[config.mk]
export PLATFORM = sky130hd
export DESIGN_NAME = ifetch_ctrl_flat
export DESIGN_NICKNAME = d
export VERILOG_FILES = /design/src/rtl/ifetch_ctrl_if.sv /design/src/rtl/ifetch_ctrl.sv /design/src/flat_wrapper.sv
export SDC_FILE = /design/constraint.sdc
export NUM_CORES = 1
export LEC_CHECK = 0
export ABC_AREA = 1
export CAP_MARGIN = 20
export CORE_ASPECT_RATIO = 0.6
export CORE_MARGIN = 5
export CORE_UTILIZATION = 44
export CTS_CLUSTER_SIZE = 28
export DETAILED_ROUTE_END_ITERATION = 7
export MAX_ROUTING_LAYER = met4
export PLACE_DENSITY = 0.86
export RECOVER_POWER = 50
export SETUP_SLACK_MARGIN = 0.02
export SLEW_MARGIN = 40
export SYNTH_ARGS = -nofsm -noshare
export SYNTH_HDL_FRONTEND = slang
export SYNTH_SLANG_ARGS = --single-unit
[constraint.sdc]
create_clock -name clk -period 2 [get_ports clk]
set_clock_uncertainty 0.1 [all_clocks]
set_input_delay 0.4 -clock clk [delete_from_list [all_inputs] [get_ports clk]]
set_output_delay 0.4 -clock clk [all_outputs]
set_load 0.02 [all_outputs]
[src/rtl/ifetch_ctrl_if.sv]
// Instruction-memory request port: controller drives req/adrx,
// memory returns a one-cycle ack with read data.
interface ifetch_ctrl_if #(
   parameter int ADDR_W  = 9,
   parameter int INSTR_W = 32
);
   logic               imem_req;
   logic [ADDR_W-1:0]  imem_adrx;
   logic               imem_ack;
   logic [INSTR_W-1:0] imem_rdata;

   modport master (
      output imem_req, imem_adrx,
      input  imem_ack, imem_rdata
   );

   modport slave (
      input  imem_req, imem_adrx,
      output imem_ack, imem_rdata
   );
endinterface

[src/rtl/ifetch_ctrl.sv]
// Instruction-fetch sequencer: owns pc, issues imem fetches, handles redirects.
// Optional IFETCH_ALIGN_CHECK_EN turns misaligned branches into a fault halt.
module ifetch_ctrl #(
   parameter int                ADDR_W     = 9,
   parameter int                INSTR_W    = 32,
   parameter logic [ADDR_W-1:0] RESET_ADDR = '0
) (
   input  logic               clk,
   input  logic               rst,
   input  logic               run_i,
   input  logic               stall_i,
   input  logic               branch_i,
   input  logic [ADDR_W-1:0]  branch_adrx_i,
   input  logic               halt_i,
   ifetch_ctrl_if.master      imem,
   output logic [ADDR_W-1:0]  pc_o,
   output logic [INSTR_W-1:0] instr_o,
   output logic [ADDR_W-1:0]  instr_pc_o,
   output logic               instr_valid_o,
   output logic [1:0]         state_o,
   output logic               fault_o
);

   typedef enum logic [1:0] {
      IDLE   = 2'd0,
      FETCH  = 2'd1,
      HALTED = 2'd2
   } state_e;

   state_e             state_q, state_d;
   logic [ADDR_W-1:0]  pc_q, pc_d;
   logic [ADDR_W-1:0]  tgt_q, tgt_d;
   logic [ADDR_W-1:0]  ipc_q, ipc_d;
   logic [INSTR_W-1:0] instr_q, instr_d;
   logic               ivalid_q, ivalid_d;
   logic               out_q, out_d;
   logic               pend_q, pend_d;
   logic               hpend_q, hpend_d;

   logic bad_br, br, hlt;
   logic start, req, ack;

`ifdef IFETCH_ALIGN_CHECK_EN
   assign bad_br = branch_i & (branch_adrx_i[1:0] != 2'b00);
`else
   assign bad_br = 1'b0;
`endif

   assign br  = branch_i & ~bad_br;
   assign hlt = halt_i | bad_br;

   assign start = (state_q == FETCH) & run_i & ~hlt & ~branch_i
                & ~pend_q & ~hpend_q & ~out_q
                & (~ivalid_q | ~stall_i);
   assign req = (state_q == FETCH) & (out_q | start);
   assign ack = req & imem.imem_ack;

   always_comb begin
      state_d  = state_q;
      pc_d     = pc_q;
      tgt_d    = tgt_q;
      ipc_d    = ipc_q;
      instr_d  = instr_q;
      ivalid_d = ivalid_q & stall_i;
      out_d    = out_q;
      pend_d   = pend_q;
      hpend_d  = hpend_q;
      unique case (state_q)
         IDLE: begin
            if (bad_br) begin
               state_d  = HALTED;
               ivalid_d = 1'b0;
            end else begin
               if (br) begin
                  pc_d     = branch_adrx_i;
                  ivalid_d = 1'b0;
               end
               if (run_i) state_d = FETCH;
            end
         end
         FETCH: begin
            out_d = req & ~ack;
            if (~run_i & (~out_q | ack)) state_d = IDLE;
            // Halt waits out any in-flight fetch and drops its data.
            if (hlt | hpend_q) begin
               ivalid_d = 1'b0;
               pend_d   = 1'b0;
               if (out_q & ~ack) begin
                  hpend_d = 1'b1;
               end else begin
                  hpend_d = 1'b0;
                  state_d = HALTED;
               end
            end else if (ack) begin
               pend_d = 1'b0;
               if (br) begin
                  pc_d     = branch_adrx_i;
                  ivalid_d = 1'b0;
               end else if (pend_q) begin
                  pc_d = tgt_q;
               end else begin
                  instr_d  = imem.imem_rdata;
                  ipc_d    = pc_q;
                  ivalid_d = 1'b1;
                  pc_d     = pc_q + ADDR_W'(4);
               end
            end else if (br) begin
               ivalid_d = 1'b0;
               if (out_q) begin
                  pend_d = 1'b1;
                  tgt_d  = branch_adrx_i;
               end else begin
                  pc_d = branch_adrx_i;
               end
            end
         end
         HALTED: begin
            out_d = 1'b0;
         end
         default: begin
            state_d = IDLE;
         end
      endcase
   end

   always_ff @(posedge clk) begin
      if (rst) begin
         state_q  <= IDLE;
         pc_q     <= RESET_ADDR;
         tgt_q    <= '0;
         ipc_q    <= '0;
         instr_q  <= '0;
         ivalid_q <= 1'b0;
         out_q    <= 1'b0;
         pend_q   <= 1'b0;
         hpend_q  <= 1'b0;
      end else begin
         state_q  <= state_d;
         pc_q     <= pc_d;
         tgt_q    <= tgt_d;
         ipc_q    <= ipc_d;
         instr_q  <= instr_d;
         ivalid_q <= ivalid_d;
         out_q    <= out_d;
         pend_q   <= pend_d;
         hpend_q  <= hpend_d;
      end
   end

`ifdef IFETCH_ALIGN_CHECK_EN
   logic fault_q;
   always_ff @(posedge clk) begin
      if (rst) fault_q <= 1'b0;
      else if (bad_br && state_q != HALTED) fault_q <= 1'b1;
   end
   assign fault_o = fault_q;
`else
   assign fault_o = 1'b0;
`endif

   assign imem.imem_req  = req;
   assign imem.imem_adrx = pc_q;
   assign pc_o           = pc_q;
   assign instr_o        = instr_q;
   assign instr_pc_o     = ipc_q;
   assign instr_valid_o  = ivalid_q;
   assign state_o        = state_q;

endmodule

[src/flat_wrapper.sv]
// flat-port wrapper written by rule: the top's interface ports become plain ports
module ifetch_ctrl_flat 
#(
   parameter int                ADDR_W     = 9,
   parameter int                INSTR_W    = 32,
   parameter logic [ADDR_W-1:0] RESET_ADDR = '0
)
  (clk, rst, run_i, stall_i, branch_i, branch_adrx_i, halt_i, pc_o, instr_o, instr_pc_o, instr_valid_o, state_o, fault_o, imem_imem_req, imem_imem_adrx, imem_imem_ack, imem_imem_rdata);
  ifetch_ctrl_if #(.ADDR_W(ADDR_W), .INSTR_W(INSTR_W)) imem_i ();
  input  logic clk;
  input  logic rst;
  input  logic run_i;
  input  logic stall_i;
  input  logic branch_i;
  input  logic [ADDR_W-1:0] branch_adrx_i;
  input  logic halt_i;
  output logic [ADDR_W-1:0] pc_o;
  output logic [INSTR_W-1:0] instr_o;
  output logic [ADDR_W-1:0] instr_pc_o;
  output logic instr_valid_o;
  output logic [1:0] state_o;
  output logic fault_o;
  output wire logic [$bits(imem_i.imem_req)-1:0] imem_imem_req;
  output wire logic [$bits(imem_i.imem_adrx)-1:0] imem_imem_adrx;
  input wire logic [$bits(imem_i.imem_ack)-1:0] imem_imem_ack;
  input wire logic [$bits(imem_i.imem_rdata)-1:0] imem_imem_rdata;
  assign imem_imem_req = imem_i.imem_req;
  assign imem_imem_adrx = imem_i.imem_adrx;
  assign imem_i.imem_ack = imem_imem_ack;
  assign imem_i.imem_rdata = imem_imem_rdata;
  ifetch_ctrl #(.ADDR_W(ADDR_W), .INSTR_W(INSTR_W), .RESET_ADDR(RESET_ADDR)) u_core (.clk(clk), .rst(rst), .run_i(run_i), .stall_i(stall_i), .branch_i(branch_i), .branch_adrx_i(branch_adrx_i), .halt_i(halt_i), .imem(imem_i), .pc_o(pc_o), .instr_o(instr_o), .instr_pc_o(instr_pc_o), .instr_valid_o(instr_valid_o), .state_o(state_o), .fault_o(fault_o));
endmodule
==> metrics, run 1 <==
grt ovf=0; I/O Buffers=110; largest cells by area after synthesis=dfxtp_1, a21oi_1, nand2_1; area delta synth->final=63.7%; Avg Inst Size Synth=~7.2 um2; cells after synthesis=412; Synth top area share=0.437; Max stage delay cell, worst path=clkdlybuf4s50_1; Slew @ Worst Pin=0.712 ns; Critical path buffers and inverters=1; placed cell count=approximately 610; clock transition at the registers of the reported paths=about 0.06 ns; overall routed net length=~9500 um; CTS Buffer Depth=2; H-tree lvl count=3; reg-to-reg setup timing slack=about 0.09 ns; total of max-cap violations=0; DRC Markers=0; asr flop ratio synth=0; Setup WS pre-CTS=-0.368 ns; remaining antenna violation count after routing=0; CTS tree=built; critical setup path kind=reg2out; placed cell area=around 4200 um2; RR Startpoint=u_core.state_o[1]; max-slew violations=0; worst setup margin=slightly above 0.07 ns; final instance area=a little under 5000 um2; Hold Fails Final Rpt=0; Placement Rows=23; Fmax=~520 MHz; first-pass GRT wire length=~14000 um; Required @ worst endpoint=1.50 ns; crit path max fanout=6; status=finished, final reports clean; Critical Path AT=around 1.4 ns; Detail Placement HPWL=6310 um; RSZ-0062 raised after global routing=true; CP Capture Type=primary output; cell family with most CP delay=buffers and inverters; largest net degree at the start of global routing=54; Layout Cells excl Fill=630; register bit total from synthesis=65; Reg2Reg Depth=12; cell area after synthesis=approximately 3000 um2; Post-synth EDFFs=0; Die Ht=between 70 and 80 um; most instantiated library cell after synthesis=nand2_1; vias=3216; Initial DRT Pass Iterations=4; fraction of layout cells with a size suffix above 1=0.179; max incr delay on CP=0.66 ns; hold_sp=u_core.instr_o[25]; GRT met3 Usage=0.0708; Post-synth top flop=dfxtp_1; Inserted Diodes=0; critical-path cell list=clkdlybuf4s50_1; core area=6620 um2; fill count=512; largest area contributor in the synthesized netlist=dfxtp_1; Total GRT Usage=0.211; initial antenna violation count=0; Reg area=roughly 1300 um2; synthesized net count=about 460; # setup viols final=0; yosys warns=0; Cell variety after synth=26; number of global-route vias before repair=about 3000; VDD IR max=~0.00054 V; power per cell area=around 860 nW/um2; Post-synth top cells=nand2_1, dfxtp_1, inv_1; Hold Path Sink=u_core.instr_o[25]; IO Count=between 100 and 150; fin crit share=0.964; CTS hold repair buffers=0; Seq/Total Area, Yosys=0.437; Final min period=a little under 2 ns; LEAKAGE=roughly 0.0021 uW; CTS Buf Count=9; clk root buf=clkbuf_16; DR vias/cell=about 5.1; Worst-Skew Late Latency=0.32 ns; met2 usage=0.333; number of DRC markers in iteration 0=150; Final GP Congestion=0.888; Nets=between 500 and 600; hold crit path type=reg2reg; Cells on Worst Hold Path=2; TritonCTS Sinks=65; R2R Path End=u_core.instr_o[19]; die area=around 8600 um2; Initial Utilization=0.450; area of the multi-input gates=roughly 1400 um2; Most Crowded Layer GR=met2; CP startpoint kind=flip-flop; Slew headroom=0.525; per-cell routed wire length=between 15 and 20 um; Die X=~120 um; M1 GR Usage=0.267
[flip-flops by register name, indices dropped and copies added (netlist names)]
| signal | cells |
|---|---|
| u_core.pend_q | 1 |
| u_core.hpend_q | 1 |
| u_core.tgt_q | 9 |
| u_core.out_q | 1 |
| u_core.imem.imem_adrx | 9 |
| u_core.instr_pc_o | 9 |
| u_core.state_o | 2 |
| u_core.instr_o | 32 |
| u_core.instr_valid_o | 1 |
[report_power, final]
group,internal [uW],switching [uW]
clock,1380,597
sequential,1350,65.8
combinational,375,423
[cell usage in the layout (no fill, tap or decap), types with 4 or more instances in the layout]
master / instances
nor2_1: 27
o21ai_1: 18
nand2_2: 4
dlygate4sd3_1: 42
clkdlybuf4s50_1: 59
nand2_1: 66
clkbuf_16: 13
a21oi_1: 54
buf_4: 24
inv_2: 4
nand3_1: 14
o21ai_2: 22
inv_1: 60
o21ai_0: 19
bufinv_16: 4
clkbuf_1: 5
dfxtp_1: 62
[per-stage QoR]
step / util / hold WS (ns) / setup TNS, ns / power [uW]
finish: 0.736 / 0.340 / 0 / 4190
global route: 0.736 / 0.365 / -0.100 / 4350
CTS: 0.705 / 0.343 / -0.00764 / 4180
detailed placement: 0.640 / 0.334 / -17.05 / 2200
global placement: 0.640 / 0.330 / -14.24 / 2180
floorplan: - / 0.335 / 0 / 1840
[what timing repair did]
action	4_1_cts	5_1_grt
gates resized for setup	11	49
pin swaps	0	4
gates cloned	1	5
endpoints found under the setup margin	49	63
buffers inserted	0	4
[per-layer routing]
layer  wire length [um]  part of all wire
met1               4210              0.44
met2               4500              0.48
met3                682             0.072
met4                 78            0.0082
met5                  0                 0
[area by class of cell]
cell class	instances	area share
tap	87	0.0224
clock buffer	10	0.0491
timing repair buffer	146	0.302
multi-input combinational	251	0.279
sequential	65	0.268
inverter	65	0.0506
clock inverter	6	0.0283
[how the worst max path moves through the flow]
stage	end	depth (start not counted)	startpoint
after floorplan	u_core.instr_pc_o[4]	14	u_core.state_o[1]
after global placement	imem_imem_req	7	branch_i
after detailed placement	imem_imem_req	7	branch_i
after CTS	u_core.instr_o[5]	12	branch_i
final	pc_o[3]	1	u_core.imem.imem_adrx[3]
after global routing	u_core.instr_o[14]	12	stall_i
[cell families (layout without fill, tap and decap cells)]
kind of cell / after synthesis / in the layout / synth area share
and+or+nand+nor: 123 / 123 / 0.177
AOI/OAI and AO/OA: 120 / 120 / 0.206
buffers and inverters: 96 / 227 / 0.152
DFF: 65 / 65 / 0.437
adders and majority gates: 4 / 4 / 0.0168
xor gates and xnor gates: 2 / 2 / 0.00589
other: 1 / 1 / 0.00126
muxes: 1 / 1 / 0.00336
No activity file was read; power rests on OpenSTA's default activity.
==> run 2, diff against run 1 <==
- SETUP_SLACK_MARGIN: 0.02 -> 0.3
==> run 2 against run 1 <==
The flow now finishes with violations (setup timing); power decreased by 10%; flip-flop and latch count unchanged; via count is 8.1% higher; setup slack got worse by 0.14 ns; critical path depth is 13 higher; final area increased by 12%; non-clock buffer count rose by 11; utilization is 8.8 points higher; wire length up 29%; register-to-register slack got worse by 0.15 ns; sequential share of layout area decreased by 2.8 points; largest power group unchanged; highest routed layer unchanged.
==> metrics, run 2 (same netlist as run 1, synthesis figures left out) <==
status=complete, but fails checks; number of DRC markers in iteration 0=approximately 200; M1 GR Usage=0.295; reg-to-reg setup timing slack=-0.06 ns; placed cell area=between 4000 and 5000 um2; Final GP Congestion=between 0.9 and 1; LEAKAGE=roughly 0.0024 uW; Layout Cells excl Fill=approximately 640; VDD IR max=0.000542 V; I/O Buffers=110; Final min period=just over 2 ns; die area=roughly 8600 um2; Inserted Diodes=0; Die X=116 um; Hold Fails Final Rpt=0; number of global-route vias before repair=~3400; Hold Path Sink=u_core.instr_o[4]; placed cell count=approximately 600; largest net degree at the start of global routing=28; worst setup margin=-0.0645 ns; met2 usage=0.445; RSZ-0062 raised after global routing=true; fin crit share=1.03; max-slew violations=0; DRC Markers=0; Slew headroom=0.650; Post-Route Utilization=0.824; Reg2Reg Depth=14; clock transition at the registers of the reported paths=0.05 ns; Critical Path AT=2.22 ns; area delta synth->final=83.3%; Slew @ Worst Pin=0.525 ns; GRT met3 Usage=0.0807; CTS Buffer Depth=2; remaining antenna violation count after routing=0; fill count=approximately 350; RR Startpoint=u_core.state_o[1]; CTS Buf Count=9; R2R Path End=u_core.instr_o[25]; CTS tree=built; fraction of layout cells with a size suffix above 1=0.319; first-pass GRT wire length=about 17000 um; TritonCTS Sinks=65; Detail Placement HPWL=around 6400 um; DR vias/cell=5.42; final instance area=between 5000 and 6000 um2; Worst-Skew Late Latency=0.32 ns; Reg area=1310 um2; Die Ht=roughly 74 um; Initial DRT Pass Iterations=5; hold crit path type=reg2reg; critical setup path kind=reg2reg; Nets=between 600 and 700; hold_sp=u_core.instr_o[4]; overall routed net length=around 12000 um; initial antenna violation count=0; # setup viols final=23; most common cell after layout, fill and taps aside=dlygate4sd2_1; Total GRT Usage=0.259; per-cell routed wire length=roughly 19 um; crit path max fanout=5; core area=~6600 um2; area of the multi-input gates=1810 um2; violated checks=setup timing; clk root buf=clkbuf_16; Placement Rows=23; grt ovf=0; total of max-cap violations=0; CP Capture Type=flip-flop; Setup WS pre-CTS=-0.389 ns; Fmax=slightly below 500 MHz; Most Crowded Layer GR=met2; power per cell area=a little under 700 nW/um2; Required @ worst endpoint=between 2 and 2.5 ns; max FFs per register=32; most frequent cells in the layout=dlygate4sd2_1, nand2_1, dfxtp_1; vias=approximately 3500; Initial Utilization=0.450; CP startpoint kind=flip-flop; IO Count=~110; Cells on Worst Hold Path=2; H-tree lvl count=3
[run 2: cell types whose count changed in the layout (fill, tap and decap cells not counted), sizes merged]
cell,previous run,this run
buf,30,44
clkbuf,21,15
clkinvlp,0,1
clkdlybuf4s50,59,43
dlymetal6s2s,3,0
inv,66,65
bufinv,4,0
dlygate4sd2,1,66
clkinv,1,4
dlygate4sd3,42,0
[run 2: worst max path at each step]
stage / slack [ns] / depth (start not counted) / startpoint / end
6_report: -0.06 / 14 / u_core.state_o[1] / u_core.instr_o[25]
5_1_grt: -0.12 / 16 / u_core.state_o[1] / u_core.imem.imem_adrx[3]
3_5_place_dp: -0.39 / 13 / halt_i / u_core.tgt_q[8]
3_3_place_gp: -0.35 / 6 / run_i / imem_imem_req
2_1_floorplan: 0.17 / 14 / u_core.state_o[1] / u_core.instr_pc_o[4]
4_1_cts: 0.04 / 15 / u_core.state_o[1] / u_core.tgt_q[8]
[run 2: per-layer routing]
metal  vias up  part of all wire
met4         0             0.032
li1       1588                 -
met2       211              0.50
met1      1631              0.38
met3        45             0.087
met5         -                 0
[run 2: what timing repair did]
action | in CTS | in global routing
resized for setup | 174 | 55
gates cloned | 7 | 4
buffers inserted | 12 | 1
setup endpoints to repair | 124 | 66
hold buffers | 0 | 0
pin swaps | 30 | 8
[run 2: critical path: stages, from the launching register on]
cell,delay (ns)
dfxtp_4,0.35
inv_4,0.07
ha_4,0.16
nand2_4,0.06
nor2_4,0.12
nand2_2,0.08
nand2_4,0.08
buf_6,0.10
nand2_4,0.06
inv_4,0.07
nand3_4,0.11
buf_8,0.18
buf_8,0.15
buf_16,0.15
a21oi_4,0.14
[run 2: power breakdown]
part / total [uW] / internal [uW] / switching, uW
clock: 1450 / 868 / 581
combinational: 881 / 373 / 508
sequential: 1430 / 1350 / 77.9
[run 2: through the flow]
step                setup TNS (ns)  total power (uW)  hold slack, ns
floorplan                        0              1860           0.335
global placement            -14.86              2160           0.330
detailed placement          -17.97              2180           0.336
CTS                              0              3640           0.339
global route                 -3.57              3870           0.371
finish                      -0.654              3760           0.349
[run 2: cell type report]
type,instances,share of cell area
multi-input combinational,251,0.332
timing repair buffer,157,0.311
sequential,65,0.240
inverter,65,0.0461
clock buffer,11,0.0445
tap,87,0.0200
clock inverter,5,0.00574
